File: src/rtl/mem_ctrl.sv
// ============================================================================
//  Module      : mem_ctrl
//  Description : Shares one byte-wide RAM port between a 4-byte instruction
//                fetch FSM and a higher-priority data-stage byte port.
//                Optional branch-flush input enabled by MEM_CTRL_FLUSH_EN.
//  Revision    : 1.0 - initial release
// ============================================================================
`timescale 1ns/1ps
`default_nettype none

module mem_ctrl (
    input  logic        clk,
    input  logic        rst,
    input  logic        if_req_i,
    input  logic [31:0] if_addr_i,
    output logic        if_done_o,
    output logic [31:0] if_inst_o,
    input  logic        mem_req_i,
    input  logic        mem_we_i,
    input  logic [31:0] mem_addr_i,
    input  logic [7:0]  mem_data_i,
    output logic [7:0]  mem_data_o,
    output logic [31:0] ram_a_o,
    output logic        ram_wr_o,
    output logic [7:0]  ram_dout_o,
    input  logic [7:0]  ram_din_i
`ifdef MEM_CTRL_FLUSH_EN
    ,
    input  logic        flush_i
`endif
);

    typedef enum logic [2:0] {
        S_IDLE = 3'd0,
        S_B0   = 3'd1,
        S_B1   = 3'd2,
        S_B2   = 3'd3,
        S_B3   = 3'd4,
        S_DONE = 3'd5
    } state_t;

    state_t      r_state;
    state_t      w_next;
    logic [31:0] r_fetch_addr;
    logic [23:0] r_asm;
    logic [31:0] r_inst;

    logic        w_flush;
    logic        w_accept;
    logic        w_abort;
    logic        w_done;
    logic        w_fetching;
    logic [31:0] w_ofs;
    logic [31:0] w_inst_done;

`ifdef MEM_CTRL_FLUSH_EN
    assign w_flush = flush_i;
`else
    assign w_flush = 1'b0;
`endif

    assign w_accept    = (r_state == S_IDLE) && if_req_i && !mem_req_i && !w_flush;
    assign w_abort     = (r_state != S_IDLE) && (mem_req_i || w_flush);
    assign w_done      = (r_state == S_DONE) && !mem_req_i && !w_flush;
    assign w_fetching  = (r_state == S_B0) || (r_state == S_B1) ||
                         (r_state == S_B2) || (r_state == S_B3);
    // The last byte arrives in the DONE cycle itself, so it bypasses the assembly register.
    assign w_inst_done = {ram_din_i, r_asm};

    always_comb begin
        w_next = r_state;
        if (w_flush) begin
            w_next = S_IDLE;
        end else begin
            case (r_state)
                S_IDLE:  w_next = w_accept  ? S_B0   : S_IDLE;
                S_B0:    w_next = mem_req_i ? S_IDLE : S_B1;
                S_B1:    w_next = mem_req_i ? S_IDLE : S_B2;
                S_B2:    w_next = mem_req_i ? S_IDLE : S_B3;
                S_B3:    w_next = mem_req_i ? S_IDLE : S_DONE;
                S_DONE:  w_next = S_IDLE;
                default: w_next = S_IDLE;
            endcase
        end
    end

    always_comb begin
        w_ofs = 32'd0;
        case (r_state)
            S_B1:    w_ofs = 32'd1;
            S_B2:    w_ofs = 32'd2;
            S_B3:    w_ofs = 32'd3;
            default: w_ofs = 32'd0;
        endcase
    end

    always_ff @(posedge clk or posedge rst) begin
        if (rst) begin
            r_state      <= S_IDLE;
            r_fetch_addr <= 32'd0;
            r_asm        <= 24'd0;
            r_inst       <= 32'd0;
        end else begin
            r_state <= w_next;
            if (w_accept) begin
                r_fetch_addr <= if_addr_i;
            end
            if (w_abort) begin
                r_asm <= 24'd0;
            end else begin
                case (r_state)
                    S_B1:    r_asm[7:0]   <= ram_din_i;
                    S_B2:    r_asm[15:8]  <= ram_din_i;
                    S_B3:    r_asm[23:16] <= ram_din_i;
                    default: r_asm        <= r_asm;
                endcase
            end
            if (w_done) begin
                r_inst <= w_inst_done;
            end
        end
    end

    // Data port wins the RAM outright; reset forces the RAM bus quiet.
    always_comb begin
        ram_a_o    = 32'd0;
        ram_wr_o   = 1'b0;
        ram_dout_o = 8'd0;
        if (rst) begin
            ram_a_o    = 32'd0;
            ram_wr_o   = 1'b0;
            ram_dout_o = 8'd0;
        end else if (mem_req_i) begin
            ram_a_o    = mem_addr_i;
            ram_wr_o   = mem_we_i;
            ram_dout_o = mem_data_i;
        end else if (w_fetching) begin
            ram_a_o    = r_fetch_addr + w_ofs;
        end
    end

    assign mem_data_o = ram_din_i;
    assign if_done_o  = w_done;
    assign if_inst_o  = w_done ? w_inst_done : r_inst;

endmodule

`default_nettype wire

File: config.mk
export PLATFORM = sky130hd
export DESIGN_NAME = mem_ctrl
export DESIGN_NICKNAME = d
export VERILOG_FILES = /design/src/rtl/mem_ctrl.sv
export SDC_FILE = /design/constraint.sdc
export NUM_CORES = 1
export LEC_CHECK = 0
export CAP_MARGIN = 30
export CORE_MARGIN = 2
export CORE_UTILIZATION = 45
export DETAILED_ROUTE_END_ITERATION = 8
export PLACE_DENSITY = 0.8
export SLEW_MARGIN = 15
export SYNTH_ARGS = -nofsm -noshare
export SYNTH_HDL_FRONTEND = slang
export SYNTH_SLANG_ARGS = --single-unit
File: constraint.sdc
create_clock -name clk -period 3.9 [get_ports clk]
set_input_delay 0.585 -clock clk [delete_from_list [all_inputs] [get_ports clk]]
set_output_delay 0.585 -clock clk [all_outputs]
set_load 0.01 [all_outputs]
Word-level counts from Yosys, hierarchy flattened
Index checks and enable logic that the tools add are counted.
- add/sub/neg operators: 1
- equal/unequal tests: 5
- mux-type cells: 19
- reductions and logical operators: 13
- operators by type and width (operator ; count):
    $mux 32 ; 4
    $mux 8 ; 5
    $add 32x32->32 ; 1
    $mux 24 ; 1
    $pmux 3 s5 ; 1
    $eq 3x2->1 const B ; 2
    $eq 3x3->1 const B ; 2
    $mux 3 ; 2
    $pmux 2 s3 ; 1
    $reduce_bool 2->1 ; 3
    $logic_and 1x1->1 ; 4
    $mux 2 ; 2
    $eq 3x1->1 const B ; 1
    $logic_not 3->1 ; 1
    $logic_or 1x1->1 ; 3
    $mux 1 ; 3
    $reduce_bool 3->1 ; 1
    $logic_not 1->1 ; 1
- bits in registers: 91
- input bits: 85
- logic and storage cells: 44

Logic depth before layout (Yosys ltp)
- word-level depth: 7
- mapped depth: 10

Worst setup path before layout
No wires, ideal clock.
- path kind: flip-flop to output port
- start point: reg r_state[2]
- end point: out ram_a_o[31]
- arrival: 3041 ps
- required time: 3315 ps
- path slack: 274 ps
- cell stages (with the launch flop): 11
- cells stage by stage: dfrtp_1 -> clkbuf_1 -> nand3b_1 -> clkbuf_1 -> nand2_1 -> ha_1 -> a21oi_1 -> nor4_2 -> or4b_4 -> xor2_1 -> o21ai_2
- word-level cells in the longest chain between the ends: 7
- elaborated cells on any way between the ends: 12
- those cells by class: 1 x add/sub; 4 x eq/ne; 4 x mux; 3 x reduce/logical
- RTL lines (item ; RTL line ; text):
    start, declared ; 42 ; state_t r_state;
    start signal, assigned ; 104 ; r_state <= w_next;
    branches (longest 4 deep; another with $add 32x32->32) ; n/a ;
    $mux 32 (*) ; 137 ; end else if (w_fetching) begin
    $mux 32 (*) ; 133 ; end else if (mem_req_i) begin
    $mux 32 (*) ; 129 ; if (rst) begin
    end, declared ; 23 ; output logic [31:0] ram_a_o,
Mark *: on every way between the ends.

Worst setup path after layout
- start point: reg r_state[0]
- end point: out ram_a_o[17]
Same word-level chain as after synthesis.

==> impl_metrics.csv <==
group,metric,value,unit
synth,synth_edf_count,0,
run,maxCapViolCount,0,
placed_design,dp_hpwl,9150,µm
die,core-area,0.00982,mm²
power,power.leakage,2.79,nW
critical_path,crit_path_frequent_cell,"nand2_1",
die,initial_utilization,0.467,
sta,setup_tns,0,ns
detailed_routing,viasPerCell,5.21,
synth,synth_nets,502,
critical_path,cp.required,3.31,ns
sta,setup_violations,0,
die,num_rows,36,
sta,min_period,3.78,ns
sta,final_hold_viol_count,0,
power,powerDensity,422,mW/mm²
die,die_h,105,µm
sta,slew_viol_final,0,
sta,fin_hold_ws,0.500,ns
critical_path,cp_top_family,"buffers and inverters",
synth,synth_cell_types,34,
placed_design,gp_routability_congestion,0.859,
power,worst_ir_drop_vdd,0.233,mV
die,die_area,0.0110,mm²
critical_path,path_cells,"nor2_2 > nand2_1 > nand2_1 > ha_1 > a21oi_1 > nor4_2 > buf_4 > nand4_1 > xor2_1 > o21ai_0 > clkdlybuf4s50_1",
layout,antenna_cells,0,
grt,antenna_found_initial,0,
cts,cts_buffers,9,
detailed_routing,wl_per_cell,17.1,µm
synth,ys.flop_type,"dfrtp_1",
sta,worst_pin_slew,0.755,ns
cts,cts_buffer_depth,2,
cts,clock_sinks,91,
critical_path,critPathSlowestCell,"clkdlybuf4s50_1",
cts,cts.htree.levels,3,
cts,postCtsSetupRepairBufs,0,
layout,nets,659,
critical_path,critPathArrivalTime,3.19,ns
cts,cts_root_buf,"clkbuf_8",
synth,ys_ff_latch,91,
placed_design,preCtsSetupSlack,0.312,ns
synth,yosysWarnings,0,
detailed_routing,drc_errors,0,
detailed_routing,drt_iter0_drc,114,
layout,drive_gt1_frac,0.184,
synth,synth_top_area_share,0.497,
grt,track_usage,0.224,
die,num_io_pins,167,
detailed_routing,antenna_left,0,
critical_path,crit_path_start_kind,"flip-flop",
layout,multi_input_area,0.00219,mm²
critical_path,crit_path_end_kind,"primary output",
detailed_routing,dr_total_vias,3695,
grt,overflow,0,
cts,cts_tree,"done",
synth,syn_avg_cell_area,11.1,µm²
synth,yosysTopAreaCell,"dfrtp_1",
cts,postCtsHoldBufs,0,
critical_path,crit_buf_inv,2,
power,total_power,2.81,mW
critical_path,crit_fanout,8,
layout,layout.cells.non_filler,709,
placed_design,io_buffers,166,
cts,clk_pin_slew,0.08,ns
grt,grt_max_degree,54,
critical_path,critical_path.max_stage_delay,0.59,ns
sta,skew,0.00977,ns
sta,fmax,0.265,GHz
critical_path,worstSetupPathType,"flip-flop to primary output",
layout,synthToLayoutAreaGrowth,45.1,%
sta,rsz0062_at_grt,"false",
sta,fin_ws,0.123,ns
synth,ys_async_sr_fraction,1.00,
synth,postSynthCellCount,414,
grt,grt_pass1_vias,3853,
synth,syn_area,0.00458,mm²
sta,period_share,0.968,
die,die_width,105,µm
hold_path,worst_hold_path_type,"flip-flop to flip-flop",
grt,grt_pass1_wl,19500,µm
synth,synth.area.top_cells,"dfrtp_1 50%, mux2_2 16%, mux2i_1 3.7%",
sta,slew_headroom,0.497,
synth,yosysSeqAreaShare,0.497,
layout,fillers,764,
layout,regArea,0.00228,mm²
detailed_routing,drt_wl_total,12100,µm
detailed_routing,dr.pass1.iters,4,
cts,clkLatencyLatePin,0.36,ns
status,status,"finished clean",
placed_design,dpl.cell_count,692,
==> cells in the final DEF, fill, tap and decap left out, drive strengths merged <==
cell type	netlist	routed
inv	3	3
nor4	1	1
mux2	64	64
or3	1	1
fa	1	1
nor2b	2	2
a22o	11	11
and3	2	2
a21oi	2	2
a2111oi	1	1
nand3b	1	1
clkbuf	19	9
nand4	7	7
xor2	15	15
clkdlybuf4s50	0	166
xnor2	18	18
nor3b	4	4
nor4bb	1	1
and4	6	6
nand2	41	41
dfrtp	91	91
o31a	1	1
mux2i	17	17
nor3	8	8
or4b	2	2
clkinv	0	5
ha	2	2
and2	11	11
o21ai	29	29
nand3	13	13
bufinv	0	2
nor2	27	27
buf	13	12
==> Yosys cell counts (all sizes together), types with 2 or more instances <==
cell	number
o21ai	29
nor3	8
buf	13
or4b	2
mux2i	17
and2	11
and4	6
nand4	7
nand2	41
nor2b	2
a21oi	2
nand3	13
xnor2	18
nor2	27
ha	2
dfrtp	91
nor3b	4
xor2	15
a22o	11
and3	2
inv	3
mux2	64
clkbuf	19
==> worst paths after layout <==
| path | start | endpoint | slack, ns | cells past startpoint |
|---|---|---|---|---|
| setup / recovery | r_state[0] | ram_a_o[17] | 0.12 | 11 |
| hold / removal | r_inst[7] | r_inst[7] | 0.50 | 1 |
| setup reg to reg | r_state[2] | r_asm[18] | 2.12 | 4 |
| hold reg to reg | r_inst[7] | r_inst[7] | 0.50 | 1 |
| max in group asynchronous | rst | r_asm[15] | 2.52 | 4 |
| min in group asynchronous | rst | r_fetch_addr[22] | 0.57 | 2 |
==> report_power, final <==
group	switching (mW)	internal, mW
Sequential	0.188	1.15
Combinational	0.314	0.455
Clock	0.340	0.365
==> cells by family after synthesis <==
| group | share of synthesized area |
|---|---|
| buffers and inverters | 0.0363 |
| AND/OR/NAND/NOR | 0.140 |
| flip-flops | 0.497 |
| XOR/XNOR | 0.0631 |
| multiplexers | 0.194 |
| adder cells (fa/ha/maj) | 0.00983 |
| AO/OA/AOI/OAI | 0.0595 |
==> metrics by stage <==
| stage | instance area (µm²) | util |
|---|---|---|
| finish | 6650 | 0.677 |
| global route | 6650 | 0.677 |
| CTS | 6600 | 0.672 |
| detailed placement | 6370 | 0.649 |
| global placement | 6370 | 0.649 |
| floorplan | 4580 | - |
==> metal layers <==
metal  routed length, µm  track usage  vias up
li1                    -            -     1749
met1                5000        0.279     1771
met2                5980        0.382      167
met3                1040       0.0661        8
met4                 108       0.0552        0
met5                   0            0        -
==> sequential cells by signal (all words and copies together), names as in the netlist <==
signal        cells
r_fetch_addr     32
r_inst           32
r_asm            24
r_state           3
==> timing repair <==
action                                  CTS  global route
pin swaps                                 0             0
endpoints found under the setup margin    6             7
gates resized for setup                   3             6
endpoints found under the hold margin     0             0
==> final cells by class <==
cell class,instances,share of cell area
sequential,91,0.343
multi-input combinational,288,0.329
timing repair buffer,178,0.267
tap,133,0.0250
clock buffer,9,0.0186
clock inverter,7,0.0151
inverter,3,0.00188
Power figures use the tool's default switching activity.
